File: src/rtl/axis_video_pattern_gen_if.sv
// AXI4-Stream video bus between the pattern generator and its sink.
// Carries PIXELS_PER_BEAT pixels per beat, tuser = SOF, tlast = EOL.
interface axis_video_pattern_gen_if #(
    parameter int DATA_WIDTH      = 8,
    parameter int PIXELS_PER_BEAT = 1
) ();
    logic [DATA_WIDTH*PIXELS_PER_BEAT-1:0] tdata;
    logic                                  tvalid;
    logic                                  tready;
    logic                                  tuser;
    logic                                  tlast;

    modport master (output tdata, output tvalid, output tuser, output tlast, input tready);
    modport slave  (input tdata, input tvalid, input tuser, input tlast, output tready);
endinterface

File: src/rtl/axis_video_pattern_gen.sv
// AXI4-Stream video test-pattern source: full frames with blanking, free-run or one-shot.
// Optional SOF frame stamping in lane 0 enabled by defining AXIS_VIDEO_PATTERN_FRAME_STAMP_EN.
module axis_video_pattern_gen #(
    parameter int DATA_WIDTH      = 8,
    parameter int PIXELS_PER_BEAT = 1,
    parameter int H_PIXELS        = 800,
    parameter int V_LINES         = 600,
    parameter int H_BLANK         = 16,
    parameter int V_BLANK         = 4,
    parameter int CNT_WIDTH       = 12
) (
    input  logic                        m_axis_aclk,
    input  logic                        reset,
    input  logic                        enable,
    input  logic                        one_shot,
    input  logic                        trigger,
    input  logic [1:0]                  pattern_sel,
    input  logic [DATA_WIDTH-1:0]       solid_color,
    axis_video_pattern_gen_if.master    m_axis,
    output logic                        frame_busy,
    output logic [15:0]                 frame_count
);
    localparam int PPB = PIXELS_PER_BEAT;
    localparam int AW  = CNT_WIDTH + 4;
`ifdef AXIS_VIDEO_PATTERN_FRAME_STAMP_EN
    localparam bit STAMP_EN = 1'b1;
`else
    localparam bit STAMP_EN = 1'b0;
`endif

    localparam logic [1:0] ST_IDLE   = 2'd0;
    localparam logic [1:0] ST_ACTIVE = 2'd1;
    localparam logic [1:0] ST_HBLANK = 2'd2;
    localparam logic [1:0] ST_VBLANK = 2'd3;

    localparam logic [CNT_WIDTH-1:0] X_LAST = CNT_WIDTH'(H_PIXELS - PPB);
    localparam logic [CNT_WIDTH-1:0] Y_LAST = CNT_WIDTH'(V_LINES - 1);

    logic [1:0]            state_q, state_d;
    logic [CNT_WIDTH-1:0]  x_q, x_d, y_q, y_d;
    logic [15:0]           blank_q, blank_d;
    logic                  pend_q, pend_d;
    logic                  sof_q, sof_d;
    logic [15:0]           fcnt_q, fcnt_d;
    logic [DATA_WIDTH-1:0] idx_q, idx_d;
    logic [2:0]            bar_q, bar_d, bar_nxt;
    logic [AW-1:0]         bacc_q, bacc_d, bacc_nxt;
    logic [1:0]            pat_q, pat_d;
    logic [DATA_WIDTH-1:0] solid_q, solid_d;
    logic [2:0]            lane_bar [PPB];
    logic [DATA_WIDTH*PPB-1:0] pix_c;
    logic [DATA_WIDTH-1:0] stamp_c;
    logic                  tvalid_c, hs, start;

    function automatic logic [DATA_WIDTH-1:0] pixel_of(
        input logic [1:0]            pat,
        input logic [DATA_WIDTH-1:0] idx,
        input logic [2:0]            bar,
        input logic [DATA_WIDTH-1:0] solid,
        input logic                  chk
    );
        logic [DATA_WIDTH-1:0] px;
        px = '0;
        case (pat)
            2'd0:    px = idx;
            2'd1:    for (int i = 0; i < DATA_WIDTH; i++) px[i] = bar[i % 3];
            2'd2:    px = solid;
            default: px = {DATA_WIDTH{chk}};
        endcase
        return px;
    endfunction

    // Bar index per lane: bacc_q tracks x*8 mod H_PIXELS, each pixel adds 8
    always_comb begin
        logic [AW-1:0] acc;
        logic [2:0]    bar;
        acc = bacc_q;
        bar = bar_q;
        for (int l = 0; l < PPB; l++) begin
            lane_bar[l] = bar;
            acc = acc + AW'(8);
            for (int k = 0; k < 8; k++) begin
                if (acc >= AW'(H_PIXELS)) begin
                    acc = acc - AW'(H_PIXELS);
                    bar = bar + 3'd1;
                end
            end
        end
        bar_nxt  = bar;
        bacc_nxt = acc;
    end

    always_comb begin
        stamp_c = '0;
        for (int i = 0; i < DATA_WIDTH; i++) stamp_c[i] = (i < 16) ? fcnt_q[i % 16] : 1'b0;
    end

    always_comb begin
        pix_c = '0;
        for (int l = 0; l < PPB; l++) begin
            pix_c[l*DATA_WIDTH +: DATA_WIDTH] = pixel_of(pat_q, idx_q + DATA_WIDTH'(l), lane_bar[l], solid_q,
                (|((x_q + CNT_WIDTH'(l)) & CNT_WIDTH'(8))) ^ y_q[3]);
        end
        if (STAMP_EN && sof_q) pix_c[DATA_WIDTH-1:0] = stamp_c;
    end

    assign tvalid_c      = (state_q == ST_ACTIVE);
    assign hs            = tvalid_c & m_axis.tready;
    assign m_axis.tvalid = tvalid_c;
    assign m_axis.tdata  = tvalid_c ? pix_c : '0;
    assign m_axis.tuser  = tvalid_c & sof_q;
    assign m_axis.tlast  = tvalid_c & (x_q == X_LAST);
    assign frame_busy    = (state_q != ST_IDLE);
    assign frame_count   = fcnt_q;

    always_comb begin
        state_d = state_q;
        x_d     = x_q;
        y_d     = y_q;
        blank_d = blank_q;
        pend_d  = pend_q;
        sof_d   = sof_q;
        fcnt_d  = fcnt_q;
        idx_d   = idx_q;
        bar_d   = bar_q;
        bacc_d  = bacc_q;
        pat_d   = pat_q;
        solid_d = solid_q;
        start   = 1'b0;
        if (one_shot && enable && trigger && state_q != ST_IDLE) pend_d = 1'b1;
        case (state_q)
            ST_IDLE: start = enable && (!one_shot || trigger || pend_q);
            ST_ACTIVE: begin
                if (hs) begin
                    x_d    = x_q + CNT_WIDTH'(PPB);
                    idx_d  = idx_q + DATA_WIDTH'(PPB);
                    bar_d  = bar_nxt;
                    bacc_d = bacc_nxt;
                    sof_d  = 1'b0;
                    if (x_q == X_LAST) begin
                        x_d    = '0;
                        bar_d  = '0;
                        bacc_d = '0;
                        if (y_q == Y_LAST) begin
                            fcnt_d = fcnt_q + 16'd1;
                            if (V_BLANK != 0) begin
                                state_d = ST_VBLANK;
                                blank_d = 16'(V_BLANK - 1);
                            end else if (!one_shot && enable) begin
                                start = 1'b1;
                            end else begin
                                state_d = ST_IDLE;
                            end
                        end else begin
                            y_d = y_q + CNT_WIDTH'(1);
                            if (H_BLANK != 0) begin
                                state_d = ST_HBLANK;
                                blank_d = 16'(H_BLANK - 1);
                            end
                        end
                    end
                end
            end
            ST_HBLANK: begin
                if (blank_q == 16'd0) state_d = ST_ACTIVE;
                else                  blank_d = blank_q - 16'd1;
            end
            default: begin
                if (blank_q == 16'd0) begin
                    if (!one_shot && enable) start   = 1'b1;
                    else                     state_d = ST_IDLE;
                end else begin
                    blank_d = blank_q - 16'd1;
                end
            end
        endcase
        // Frame start: clear position, latch pattern controls for the whole frame
        if (start) begin
            state_d = ST_ACTIVE;
            x_d     = '0;
            y_d     = '0;
            idx_d   = '0;
            bar_d   = '0;
            bacc_d  = '0;
            sof_d   = 1'b1;
            pend_d  = 1'b0;
            pat_d   = pattern_sel;
            solid_d = solid_color;
        end
    end

    always_ff @(posedge m_axis_aclk) begin
        if (reset) begin
            state_q <= ST_IDLE;
            x_q     <= '0;
            y_q     <= '0;
            blank_q <= '0;
            pend_q  <= 1'b0;
            sof_q   <= 1'b0;
            fcnt_q  <= '0;
            idx_q   <= '0;
            bar_q   <= '0;
            bacc_q  <= '0;
        end else begin
            state_q <= state_d;
            x_q     <= x_d;
            y_q     <= y_d;
            blank_q <= blank_d;
            pend_q  <= pend_d;
            sof_q   <= sof_d;
            fcnt_q  <= fcnt_d;
            idx_q   <= idx_d;
            bar_q   <= bar_d;
            bacc_q  <= bacc_d;
        end
    end

    always_ff @(posedge m_axis_aclk) begin
        pat_q   <= pat_d;
        solid_q <= solid_d;
    end
endmodule

File: src/flat_wrapper.sv
// flat-port wrapper written by rule: the top's interface ports become plain ports
module axis_video_pattern_gen_flat 
#(
    parameter int DATA_WIDTH      = 8,
    parameter int PIXELS_PER_BEAT = 1,
    parameter int H_PIXELS        = 800,
    parameter int V_LINES         = 600,
    parameter int H_BLANK         = 16,
    parameter int V_BLANK         = 4,
    parameter int CNT_WIDTH       = 12
)
  (m_axis_aclk, reset, enable, one_shot, trigger, pattern_sel, solid_color, frame_busy, frame_count, m_axis_tdata, m_axis_tvalid, m_axis_tuser, m_axis_tlast, m_axis_tready);
  axis_video_pattern_gen_if #(.DATA_WIDTH(DATA_WIDTH), .PIXELS_PER_BEAT(PIXELS_PER_BEAT)) m_axis_i ();
  input  logic m_axis_aclk;
  input  logic reset;
  input  logic enable;
  input  logic one_shot;
  input  logic trigger;
  input  logic [1:0] pattern_sel;
  input  logic [DATA_WIDTH-1:0] solid_color;
  output logic frame_busy;
  output logic [15:0] frame_count;
  output wire logic [$bits(m_axis_i.tdata)-1:0] m_axis_tdata;
  output wire logic [$bits(m_axis_i.tvalid)-1:0] m_axis_tvalid;
  output wire logic [$bits(m_axis_i.tuser)-1:0] m_axis_tuser;
  output wire logic [$bits(m_axis_i.tlast)-1:0] m_axis_tlast;
  input wire logic [$bits(m_axis_i.tready)-1:0] m_axis_tready;
  assign m_axis_tdata = m_axis_i.tdata;
  assign m_axis_tvalid = m_axis_i.tvalid;
  assign m_axis_tuser = m_axis_i.tuser;
  assign m_axis_tlast = m_axis_i.tlast;
  assign m_axis_i.tready = m_axis_tready;
  axis_video_pattern_gen #(.DATA_WIDTH(DATA_WIDTH), .PIXELS_PER_BEAT(PIXELS_PER_BEAT), .H_PIXELS(H_PIXELS), .V_LINES(V_LINES), .H_BLANK(H_BLANK), .V_BLANK(V_BLANK), .CNT_WIDTH(CNT_WIDTH)) u_core (.m_axis_aclk(m_axis_aclk), .reset(reset), .enable(enable), .one_shot(one_shot), .trigger(trigger), .pattern_sel(pattern_sel), .solid_color(solid_color), .m_axis(m_axis_i), .frame_busy(frame_busy), .frame_count(frame_count));
endmodule
File: config.mk
export PLATFORM = sky130hd
export DESIGN_NAME = axis_video_pattern_gen_flat
export DESIGN_NICKNAME = d
export VERILOG_FILES = /design/src/rtl/axis_video_pattern_gen_if.sv /design/src/rtl/axis_video_pattern_gen.sv /design/src/flat_wrapper.sv
export SDC_FILE = /design/constraint.sdc
export NUM_CORES = 1
export LEC_CHECK = 0
export ABC_AREA = 1
export CAP_MARGIN = 20
export CELL_PAD_IN_SITES_DETAIL_PLACEMENT = 0
export CELL_PAD_IN_SITES_GLOBAL_PLACEMENT = 1
export CORE_ASPECT_RATIO = 1.4
export CORE_MARGIN = 2
export CORE_UTILIZATION = 42
export CTS_BUF_LIST = sky130_fd_sc_hd__clkbuf_8
export DETAILED_ROUTE_END_ITERATION = 16
export HOLD_SLACK_MARGIN = 0.03
export PLACE_DENSITY_LB_ADDON = 0.3
export SLEW_MARGIN = 5
export SYNTH_ARGS = -nofsm -noshare
export SYNTH_HDL_FRONTEND = slang
export SYNTH_SLANG_ARGS = --single-unit
File: constraint.sdc
create_clock -name m_axis_aclk -period 10.6 [get_ports m_axis_aclk]
set_input_delay 1.06 -clock m_axis_aclk [delete_from_list [all_inputs] [get_ports m_axis_aclk]]
set_output_delay 1.06 -clock m_axis_aclk [all_outputs]
set_load 0.02 [all_outputs]
== Word-level counts from Yosys, hierarchy flattened ==
Cells that the tools add are included.
W data, S select, Z words.

* Register bits: 97
* Input bits: 16
* Output and inout bits: 28
* Logic and storage cells: 130

* Bitwise logic cells: 6
* Eq/ne operators: 16
* Add/subtract/negate cells: 22
* Order comparisons: 8
* Muxes and demuxes: 40
* Reduce and logical (&&, ||, !) cells: 25

{| class="wikitable"
|+ Operator list
! cell !! count
|-
| $mux W16 || 12
|-
| $ge A16 B10 Y1 const B || 8
|-
| $sub A16 B10 Y16 const B || 8
|-
| $pmux W16 S2 || 1
|-
| $mux W3 || 9
|-
| $add A12 B1 Y12 const B || 2
|-
| $add A3 B1 Y3 const B || 8
|-
| $eq A12 B10 Y1 const B || 2
|-
| $pmux W8 S3 || 1
|-
| $add A16 B1 Y16 const B || 1
|-
| $add A16 B4 Y16 const B || 1
|-
| $logic_not A16 Y1 || 1
|-
| $sub A16 B1 Y16 const B || 1
|-
| $mux W12 || 1
|-
| $reduce_and A4 Y1 || 3
|-
| $reduce_and A6 Y1 || 2
|-
| $mux W2 || 5
|-
| $add A8 B1 Y8 const B || 1
|-
| $mux W8 || 1
|-
| $reduce_bool A2 Y1 || 4
|-
| $mux W1 || 7
|-
| $ne A2 B1 Y1 const B || 3
|-
| $ne A3 B3 Y1 const B || 2
|-
| $pmux W2 S3 || 1
|-
| 18 further kinds || 32
|}

== Logic depth before layout (Yosys ltp) ==
Gate-level depths: netlist (run 1).

* Word-level depth: 18
* Gate-level depth with buffers: 73
* Gate-level depth less buffers: 70

== Least setup slack after synthesis (run 1) ==
Ideal clock, no wire load.

* Kind: reg-to-reg
* Start point: register u_core.bacc_q[3]
* End point: register u_core.bacc_q[13]
* Stages on the path, launching flop included: 70
* Required time: 10.466 ns
* Period minus slack after synthesis: 7.754 ns
* Data arrival time: 7.621 ns
* Library setup time: 0.134 ns
* Setup slack: 2.846 ns
* Cells stage by stage: dfxtp_1 -> ha_1 -> or2_2 -> nand2_1 -> inv_1 -> ha_1 -> nand2_1 -> inv_1 -> nand3_1 -> nor2_2 -> nand3_2 -> nand2_4 -> buf_12 -> nand2_1 -> nand2_2 -> nor2_8 -> nand3_2 -> buf_8 -> (+34 left out) -> nand2_1 -> inv_1 -> ha_1 -> nand2_1 -> nor2_1 -> nand3_2 -> nand2_8 -> buf_8 -> xor2_2 -> ha_1 -> inv_1 -> o21ai_0 -> or2_1 -> nand2_1 -> nand2_1 -> nand2_1 -> nand3_1 -> a21oi_1

* Word-level cells in the longest chain between the ends: 18
* Elaborated cells between the ends (all ways): 26
* Those cells by class: add/sub (9); order compare (8); mux (9)

{| class="wikitable"
|+ RTL lines
! what !! RTL line !! RTL
|-
| start, declared || axis_video_pattern_gen.sv:47 || <nowiki>logic [AW-1:0] bacc_q, bacc_d, bacc_nxt;</nowiki>
|-
| start signal, assigned || axis_video_pattern_gen.sv:203 || <nowiki>bacc_q <= '0;</nowiki>
|-
| start signal, assigned || axis_video_pattern_gen.sv:214 || <nowiki>bacc_q <= bacc_d;</nowiki>
|-
| $add A16 B4 Y16 (*) || axis_video_pattern_gen.sv:81 || <nowiki>acc = acc + AW'(8);</nowiki>
|-
| $sub A16 B10 Y16 or $ge A16 B10 Y1 (tied branches) || axis_video_pattern_gen.sv:84, axis_video_pattern_gen.sv:83 ||
|-
| $mux W16 (*) || axis_video_pattern_gen.sv:83 || <nowiki>if (acc >= AW'(H_PIXELS)) begin</nowiki>
|-
| $sub A16 B10 Y16 or $ge A16 B10 Y1 (tied branches) || axis_video_pattern_gen.sv:84, axis_video_pattern_gen.sv:83 ||
|-
| $mux W16 (*) || axis_video_pattern_gen.sv:83 ||
|-
| $sub A16 B10 Y16 or $ge A16 B10 Y1 (tied branches) || axis_video_pattern_gen.sv:84, axis_video_pattern_gen.sv:83 ||
|-
| $mux W16 (*) || axis_video_pattern_gen.sv:83 ||
|-
| $sub A16 B10 Y16 or $ge A16 B10 Y1 (tied branches) || axis_video_pattern_gen.sv:84, axis_video_pattern_gen.sv:83 ||
|-
| (+2 left out) || n/a ||
|-
| $mux W16 (*) || axis_video_pattern_gen.sv:83 ||
|-
| $sub A16 B10 Y16 or $ge A16 B10 Y1 (tied branches) || axis_video_pattern_gen.sv:84, axis_video_pattern_gen.sv:83 ||
|-
| $mux W16 (*) || axis_video_pattern_gen.sv:83 ||
|-
| $sub A16 B10 Y16 or $ge A16 B10 Y1 (tied branches) || axis_video_pattern_gen.sv:84, axis_video_pattern_gen.sv:83 ||
|-
| $mux W16 (*) || axis_video_pattern_gen.sv:83 ||
|-
| $sub A16 B10 Y16 or $ge A16 B10 Y1 (tied branches) || axis_video_pattern_gen.sv:84, axis_video_pattern_gen.sv:83 ||
|-
| $mux W16 (*) || axis_video_pattern_gen.sv:83 ||
|-
| $mux W16 (*) || axis_video_pattern_gen.sv:140 || <nowiki>if (x_q == X_LAST) begin</nowiki>
|}

Every way passes the cells marked *; elsewhere a longest branch is shown, timed or not.
A chain may end at the register's enable or synchronous reset.

== Worst setup path in the final report (run 1) ==
* Start point: register u_core.bacc_q[3]
* End point: register u_core.bacc_q[5]

Same word-level chain as after synthesis.

==> results of run 1 <==
worst register-to-register path: cells and delay by family, from the launching register on:
| kind | cells | cell delay, ns |
|---|---|---|
| compound gates | 2 | 0.28 |
| buf+inv | 6 | 0.56 |
| flops | 1 | 0.42 |
| fa+ha+maj | 6 | 1.10 |
| simple gates | 48 | 6.49 |
| xor+xnor | 1 | 0.27 |
synthesized netlist by cell type (7+ instances only):
library cell / number / area share
nand2_2: 91 / 0.061
nand2_4: 37 / 0.045
inv_1: 181 / 0.073
o21ai_0: 45 / 0.024
edfxtp_1: 10 / 0.032
nor2_1: 127 / 0.051
nor2_2: 17 / 0.011
nor4_1: 8 / 0.0054
a21oi_1: 62 / 0.033
nor2_4: 20 / 0.024
xnor2_1: 10 / 0.0094
nand3b_1: 8 / 0.0064
nand2_1: 315 / 0.13
inv_2: 8 / 0.0032
ha_1: 30 / 0.040
nand3_4: 10 / 0.019
xor2_1: 39 / 0.037
nand3_2: 25 / 0.027
nor3b_1: 7 / 0.0056
nor3_1: 27 / 0.014
dfxtp_1: 84 / 0.18
nand4_1: 49 / 0.033
nand3_1: 95 / 0.051
a31oi_1: 8 / 0.0054
final timing paths:
check,from,to,slack [ns],depth (start not counted)
setup / recovery,u_core.bacc_q[3],u_core.bacc_q[5],1.34,63
hold / removal,u_core.frame_count[15],u_core.frame_count[15],0.46,1
setup reg to reg,u_core.bacc_q[3],u_core.bacc_q[5],1.34,63
hold reg to reg,u_core.frame_count[15],u_core.frame_count[15],0.46,1
metrics by stage:
stage | hold WS, ns | std cells | setup WS (ns) | area (µm²)
floorplan | 0.429 | 1392 | 2.85 | 9350
global placement | 0.442 | 1716 | 1.28 | 9960
detailed placement | 0.452 | 1716 | 1.16 | 9960
CTS | 0.468 | 1732 | 1.11 | 10100
global route | 0.483 | 1732 | 0.153 | 10100
finish | 0.460 | 1732 | 1.34 | 10100
final cells by class:
cell class	count	share of cell area
clock inverters	7	0.00469
inverters	196	0.0733
flip-flops and latches	94	0.195
well taps	297	0.0366
repair buffers	47	0.0454
clock buffers	9	0.0122
multi-input cells	1082	0.632
flip-flops by register name, summed over array words and instances, names as in the netlist:
signal,count
u_core.bacc_q,13
u_core.bar_q,3
u_core.blank_q,16
u_core.frame_count,16
u_core.idx_q,8
u_core.pat_q,2
u_core.pend_q,1
u_core.sof_q,1
u_core.solid_q,8
u_core.state_q,2
u_core.x_q,12
u_core.y_q,12
routing by layer:
layer,vias up,GRT usage
met4,0,0.0796
met1,3918,0.216
met5,-,0
met2,111,0.377
li1,4584,-
met3,44,0.0202
power groups by stage:
stage	registers (mW)	logic [mW]	clock network, mW
after global placement	0.431	0.242	0
after CTS	0.424	0.245	0.228
after floorplan	0.423	0.178	0
final	0.423	0.242	0.217
after detailed placement	0.432	0.244	0
after global routing	0.429	0.277	0.242
kinds of logic after synthesis:
group / Yosys count / synth area share
fa+ha+maj: 30 / 0.0401
buf+inv: 216 / 0.103
xor+xnor: 50 / 0.0476
compound gates: 147 / 0.0902
simple gates: 855 / 0.507
flops: 94 / 0.212
==> impl_metrics.env, run 1 <==
export IMPL_cp_top_family="simple AND/OR/NAND/NOR gates"
export IMPL_clock_skew_ns=0.00826
export IMPL_initial_core_util=0.428
export IMPL_setup_tns_ns=0
export IMPL_path_max_fanout=19
export IMPL_ys_warn_count=0
export IMPL_finalSetupViolCount=0
export IMPL_nets=1476
export IMPL_period_share=0.873
export IMPL_p_switching_mw=0.319
export IMPL_p_seq_frac=0.480
export IMPL_final_cell_mix="nand2_1, inv_1, nor2_1"
export IMPL_ios=44
export IMPL_clk_pin_slew_ns=0.09
export IMPL_p_int_mw=0.563
export IMPL_met1_length_mm=9.28
export IMPL_critical_path_class="register to register"
export IMPL_max_cap_violations=0
export IMPL_crit_path_top_delay_cell="dfxtp_1"
export IMPL_rsz0062_at_grt="no"
export IMPL_vias_per_cell=5.00
export IMPL_cts_made_buffers=9
export IMPL_antenna_cells=0
export IMPL_holdBufCountCts=0
export IMPL_wl_met3_um=401
export IMPL_finalPower_mw=0.882
export IMPL_htreeDepth=3
export IMPL_dr_first_iter_drc_count=356
export IMPL_rows=64
export IMPL_fin_crit_ns=9.26
export IMPL_synth_avg_cell_area_um2=6.72
export IMPL_peakVddDrop_mv=0.105
export IMPL_slew_viol_final=0
export IMPL_syn_inst=1392
export IMPL_yosysSeqAreaShare=0.212
export IMPL_syn_nets=1438
export IMPL_crit_required_ns=10.86
export IMPL_cts_setup_buffers=0
export IMPL_layout_commonest_cell="nand2_1"
export IMPL_cts_buffer_depth=2
export IMPL_power_leakage_nw=4.81
export IMPL_crit_arrival_ns=9.51
export IMPL_highest_layer="met4"
export IMPL_min_path_type="register to register"
export IMPL_outcome="completed"
export IMPL_final_fill_count=2332
export IMPL_sw_frac_of_total=0.362
export IMPL_p_comb_frac=0.275
export IMPL_synth_edf_count=10
export IMPL_dr_pass1_iters=5
export IMPL_clkPwrFrac=0.246
export IMPL_die_area_um2=23500
export IMPL_track_usage=0.197
export IMPL_routed_wl_mm=22.4
export IMPL_hpwl_mm=18.3
export IMPL_slowest_delay_ns=0.42
export IMPL_dieHeight_um=181
export IMPL_die_x_um=130
export IMPL_tightest_slew_ns=0.833
export IMPL_place_congestion=0.848
export IMPL_cts_tree="built"
export IMPL_syn_area_um2=9350
export IMPL_ys_ff_latch=94
export IMPL_port_buffers=43
export IMPL_num_vias=8657
export IMPL_core_region_area_um2=21900
export IMPL_ys_types=55
export IMPL_setup_worst_path_start_class="register"
export IMPL_grt_max_degree=36
export IMPL_multi_input_area_um2=6410
export IMPL_setup_worst_path_end_class="register"
export IMPL_cts_root_buf="clkbuf_8"
export IMPL_cp_buffers_inverters=6
export IMPL_clk_insertion_delay_late_ns=0.38
export IMPL_post_route_drc_count=0
export IMPL_synth_async_reset_ratio=0
export IMPL_power_density_nw_per_um2=87.0
export IMPL_timing_fmax_mhz=108
export IMPL_maxSlewHeadroom=0.440
export IMPL_drive_gt1_frac=0.177
export IMPL_cpMostUsedCell="nand2_1"
export IMPL_antenna_found_initial=0
export IMPL_grt_overflow_total=0
export IMPL_grt_first_pass_wirelength_mm=38.1
export IMPL_route_antenna_remaining_nets=0
export IMPL_wire_per_inst_um=13.0
export IMPL_route_met2_wl_mm=12.0
export IMPL_hold_viol_final=0
export IMPL_synth_main_ff_cell="dfxtp_1"
export IMPL_register_area_um2=1980
export IMPL_syn_to_final_growth_pct=8.44
export IMPL_final_util=0.464
export IMPL_cts_sinks=94
export IMPL_grt_pass1_vias=8431
export IMPL_cts_resized=0
No activity file was read; power rests on OpenSTA's default activity.
==> run 2: changes to the inputs <==
--- a/config.mk
+++ b/config.mk
@@ -11,12 +11,11 @@
 export CELL_PAD_IN_SITES_GLOBAL_PLACEMENT = 1
 export CORE_ASPECT_RATIO = 1.4
 export CORE_MARGIN = 2
-export CORE_UTILIZATION = 42
+export CORE_UTILIZATION = 46
 export CTS_BUF_LIST = sky130_fd_sc_hd__clkbuf_8
 export DETAILED_ROUTE_END_ITERATION = 16
 export HOLD_SLACK_MARGIN = 0.03
 export PLACE_DENSITY_LB_ADDON = 0.3
-export SLEW_MARGIN = 5
 export SYNTH_ARGS = -nofsm -noshare
 export SYNTH_HDL_FRONTEND = slang
 export SYNTH_SLANG_ARGS = --single-unit
==> run 2 against run 1 <==
Against the previous run: sequential cell count unchanged; maximum frequency decreased by 1.7%; sequential power about the same; final area decreased by 0.48%; non-clock buffer count decreased by 1; count of clock-buffer cells in the layout unchanged; worst setup slack got worse by 0.16 ns; worst hold slack got worse by 0.00062 ns.
==> impl_metrics.env, run 2 (same netlist as run 1, synthesis figures left out) <==
export IMPL_finalPower_mw=0.897
export IMPL_grt_max_degree=30
export IMPL_clk_insertion_delay_late_ns=0.38
export IMPL_finalSetupViolCount=0
export IMPL_placed_area_um2=9900
export IMPL_r2r_start="u_core.bacc_q[5]"
export IMPL_htreeDepth=3
export IMPL_max_cap_violations=0
export IMPL_cts_sinks=94
export IMPL_port_buffers=43
export IMPL_holdBufCountCts=0
export IMPL_reg2reg_to="u_core.bacc_q[6]"
export IMPL_power_density_nw_per_um2=88.9
export IMPL_syn_to_final_growth_pct=7.92
export IMPL_cpMostUsedCell="nand2_1"
export IMPL_path_max_fanout=19
export IMPL_final_fill_count=2069
export IMPL_cts_resized=0
export IMPL_dr_first_iter_drc_count=365
export IMPL_initial_core_util=0.470
export IMPL_cts_root_buf="clkbuf_8"
export IMPL_power_leakage_nw=4.80
export IMPL_setup_worst_path_end_class="register"
export IMPL_cts_made_buffers=9
export IMPL_critical_path_class="register to register"
export IMPL_clk_pin_slew_ns=0.10
export IMPL_cts_tree="built"
export IMPL_cp_buffers_inverters=5
export IMPL_num_vias=8607
export IMPL_worst_r2r_cell_count=63
export IMPL_rsz0062_at_grt="no"
export IMPL_crit_path_top_delay_cell="dfxtp_1"
export IMPL_slowest_delay_ns=0.52
export IMPL_met1_length_mm=9.16
export IMPL_die_x_um=125
export IMPL_core_region_area_um2=19900
export IMPL_cts_buffer_depth=2
export IMPL_wl_met3_um=445
export IMPL_crit_required_ns=10.87
export IMPL_dieHeight_um=173
export IMPL_hold_path_depth=2
export IMPL_timing_final_ws_setup_ns=1.18
export IMPL_period_share=0.889
export IMPL_tightest_slew_ns=0.755
export IMPL_hold_viol_final=0
export IMPL_ios=44
export IMPL_die_area_um2=21500
export IMPL_grt_pass1_vias=8167
export IMPL_cp_depth=63
export IMPL_rows=61
export IMPL_slew_viol_final=0
export IMPL_maxSlewHeadroom=0.492
export IMPL_antenna_found_initial=0
export IMPL_nets=1475
export IMPL_peakVddDrop_mv=0.0861
export IMPL_wire_per_inst_um=13.2
export IMPL_timing_fmax_mhz=106
export IMPL_track_usage=0.204
export IMPL_antenna_cells=0
export IMPL_place_congestion=0.871
export IMPL_min_from="u_core.pend_q"
export IMPL_vias_per_cell=5.10
export IMPL_route_antenna_remaining_nets=0
export IMPL_dpl_worst_slack_ns=1.18
export IMPL_fin_crit_ns=9.42
export IMPL_hold_end="u_core.pend_q"
export IMPL_grt_first_pass_wirelength_mm=37.5
export IMPL_cp_top_family="simple AND/OR/NAND/NOR gates"
export IMPL_outcome="completed"
export IMPL_grt_overflow_total=0
export IMPL_rrSetupSlack_ns=1.18
export IMPL_whs_ns=0.459
export IMPL_hpwl_mm=18.1
export IMPL_layout_commonest_cell="nand2_1"
export IMPL_routed_wl_mm=22.2
export IMPL_dr_pass1_iters=5
export IMPL_min_path_type="register to register"
export IMPL_cts_setup_buffers=0
export IMPL_post_route_drc_count=0
export IMPL_setup_worst_path_start_class="register"
export IMPL_register_area_um2=1980
export IMPL_clock_skew_ns=0.0178
export IMPL_setup_tns_ns=0
export IMPL_drive_gt1_frac=0.177
export IMPL_highest_layer="met4"
export IMPL_route_met2_wl_mm=12.2
export IMPL_crit_arrival_ns=9.69
export IMPL_final_cell_mix="nand2_1, inv_1, nor2_1"
export IMPL_multi_input_area_um2=6410
export IMPL_fin_area_um2=10100
run 2: changes by cell type in the layout (fill, tap and decap cells not counted):
cell        change
nand3_4         -1
buf_4           -1
clkinv_8        +1
clkinv_2        -2
inv_8           +2
clkinv_1        -1
clkinvlp_4      +2
inv_6           -2
nand3_2         +1
run 2: worst reg2reg max path: cells and delay by family, from the launching register on:
kind	cells	cell delay (ns)
simple gates	50	6.90
flops	1	0.52
fa+ha+maj	5	0.86
compound gates	2	0.31
buf+inv	5	0.44
xor+xnor	1	0.26
run 2: worst max path at each step:
stage	from	slack, ns	end
floorplan	u_core.bacc_q[3]	2.85	u_core.bacc_q[13]
global placement	u_core.bacc_q[5]	1.35	u_core.bacc_q[5]
detailed placement	u_core.bacc_q[5]	1.18	u_core.bacc_q[6]
CTS	u_core.bacc_q[5]	1.13	u_core.bacc_q[13]
global route	u_core.bacc_q[3]	0.09	u_core.bacc_q[6]
finish	u_core.bacc_q[5]	1.18	u_core.bacc_q[6]
run 2: where the power goes:
part           switching, mW  internal, mW
Clock                  0.145        0.0908
Combinational          0.155        0.0834
Sequential            0.0292         0.394
run 2: per-layer routing:
layer | track usage | vias up
li1 | - | 4583
met3 | 0.0195 | 20
met1 | 0.228 | 3903
met2 | 0.408 | 101
met5 | 0 | -
met4 | 0.0492 | 0
run 2: area by class of cell:
type	count	share of cell area
Multi-Input combinational cell	1082	0.635
Clock inverter	7	0.00694
Tap cell	252	0.0312
Clock buffer	9	0.0123
Timing Repair Buffer	46	0.0449
Sequential cell	94	0.196
Inverter	196	0.0736
run 2: per-stage QoR:
step	cells	util
2_1_floorplan	1392	-
3_3_place_gp	1670	0.497
3_5_place_dp	1670	0.497
4_1_cts	1686	0.507
5_1_grt	1686	0.507
6_report	1686	0.507
==> run 3: changes to the inputs <==
--- a/config.mk
+++ b/config.mk
@@ -10,7 +10,6 @@
 export CELL_PAD_IN_SITES_DETAIL_PLACEMENT = 0
 export CELL_PAD_IN_SITES_GLOBAL_PLACEMENT = 1
 export CORE_ASPECT_RATIO = 1.4
-export CORE_MARGIN = 2
 export CORE_UTILIZATION = 46
 export CTS_BUF_LIST = sky130_fd_sc_hd__clkbuf_8
 export DETAILED_ROUTE_END_ITERATION = 16
==> run 3 against run 2 <==
Against the previous run: clock skew fell by 0.0024 ns; clock power up 4%; cell count about the same; register-to-register slack got worse by 0.09 ns; routed wire length grew 0.79%; count of clock-buffer cells in the layout is the same; maximum frequency is 0.97% lower.
==> impl_metrics.env, run 3 (same netlist as run 1, synthesis figures left out) <==
export IMPL_slew_viol_final=0
export IMPL_cts_root_buf="clkbuf_8"
export IMPL_grt_pass1_vias=8329
export IMPL_tightest_slew_ns=0.745
export IMPL_cts_buffer_depth=2
export IMPL_setup_worst_path_start_class="register"
export IMPL_cts_made_buffers=9
export IMPL_finalSetupViolCount=0
export IMPL_dieHeight_um=171
export IMPL_port_buffers=43
export IMPL_clk_pin_slew_ns=0.10
export IMPL_die_x_um=123
export IMPL_syn_to_final_growth_pct=8.03
export IMPL_min_path_type="register to register"
export IMPL_hold_viol_final=0
export IMPL_final_cells=1687
export IMPL_routed_wl_mm=22.4
export IMPL_cts_setup_buffers=0
export IMPL_vias_per_cell=5.13
export IMPL_holdBufCountCts=0
export IMPL_clock_skew_ns=0.0154
export IMPL_peakVddDrop_mv=0.0863
export IMPL_crit_required_ns=10.84
export IMPL_route_antenna_remaining_nets=0
export IMPL_worst_r2r_cell_count=63
export IMPL_dr_first_iter_drc_count=318
export IMPL_rows=61
export IMPL_cts_sinks=94
export IMPL_grt_max_degree=36
export IMPL_max_cap_violations=0
export IMPL_critical_path_class="register to register"
export IMPL_layout_commonest_cell="nand2_1"
export IMPL_die_area_um2=20900
export IMPL_outcome="completed"
export IMPL_grt_first_pass_wirelength_mm=38.2
export IMPL_power_leakage_nw=4.83
export IMPL_setup_worst_path_end_class="register"
export IMPL_antenna_found_initial=0
export IMPL_wire_per_inst_um=13.3
export IMPL_cts_resized=0
export IMPL_cpMostUsedCell="nand2_1"
export IMPL_hold_path_depth=2
export IMPL_drive_gt1_frac=0.177
export IMPL_hpwl_mm=18.2
export IMPL_grt_overflow_total=0
export IMPL_path_max_fanout=19
export IMPL_core_region_area_um2=19900
export IMPL_final_cell_mix="nand2_1, inv_1, nor2_1"
export IMPL_slowest_delay_ns=0.42
export IMPL_track_usage=0.223
export IMPL_dpl_cell_count=1671
export IMPL_ios=44
export IMPL_maxSlewHeadroom=0.499
export IMPL_period_share=0.898
export IMPL_crit_arrival_ns=9.76
export IMPL_num_vias=8647
export IMPL_initial_core_util=0.470
export IMPL_dr_pass1_iters=5
export IMPL_crit_path_top_delay_cell="dfxtp_1"
export IMPL_post_route_drc_count=0
export IMPL_nets=1476
export IMPL_timing_fmax_mhz=105
export IMPL_rsz0062_at_grt="no"
export IMPL_fin_crit_ns=9.51
export IMPL_setup_tns_ns=0
export IMPL_antenna_cells=0
export IMPL_power_density_nw_per_um2=90.1
export IMPL_place_congestion=0.863
export IMPL_cts_tree="built"
export IMPL_htreeDepth=3
export IMPL_clk_insertion_delay_late_ns=0.37
[run 3: stage by stage]
step	hold WS (ns)	total power, mW	worst slack [ns]	utilization	instance area, µm²
final	0.457	0.911	1.09	0.507	10100
after global routing	0.497	0.977	0.0551	0.507	10100
after CTS	0.464	0.922	1.06	0.507	10100
after detailed placement	0.450	0.676	1.09	0.497	9910
after global placement	0.441	0.674	1.33	0.497	9910
after floorplan	0.429	0.602	2.85	-	9350
[run 3: path summary, 6_finish.rpt]
check / startpoint / endpoint / slack [ns]
min reg2reg: u_core.pend_q / u_core.pend_q / 0.46
min: u_core.pend_q / u_core.pend_q / 0.46
max reg2reg: u_core.bacc_q[3] / u_core.bacc_q[6] / 1.09
max: u_core.bacc_q[3] / u_core.bacc_q[6] / 1.09
[run 3: layer usage]
layer | part of all wire | global-route usage
met4 | 0.027 | 0.0769
met2 | 0.54 | 0.438
met3 | 0.016 | 0.0193
met5 | 0 | 0
met1 | 0.41 | 0.244
[run 3: critical path, delay by kind of cell, from the launching register on]
family / cells / cell delay, ns
and+or+nand+nor: 48 / 6.68
buffers and inverters: 6 / 0.60
adders and majority gates: 6 / 1.09
xor gates and xnor gates: 1 / 0.28
AOI/OAI and AO/OA: 2 / 0.30
DFF: 1 / 0.42
[run 3: report_power, final]
part	switching [mW]	internal, mW
registers	0.0300	0.394
logic	0.157	0.0843
clock network	0.134	0.111
total	0.322	0.589
[run 3: final cells by class]
cell class	count	area, µm²
fillers	2073	9820
multi-input cells	1082	6410
flip-flops and latches	94	1980
inverters	196	743
repair buffers	47	460
well taps	252	315
clock buffers	9	124
clock inverters	7	72.6
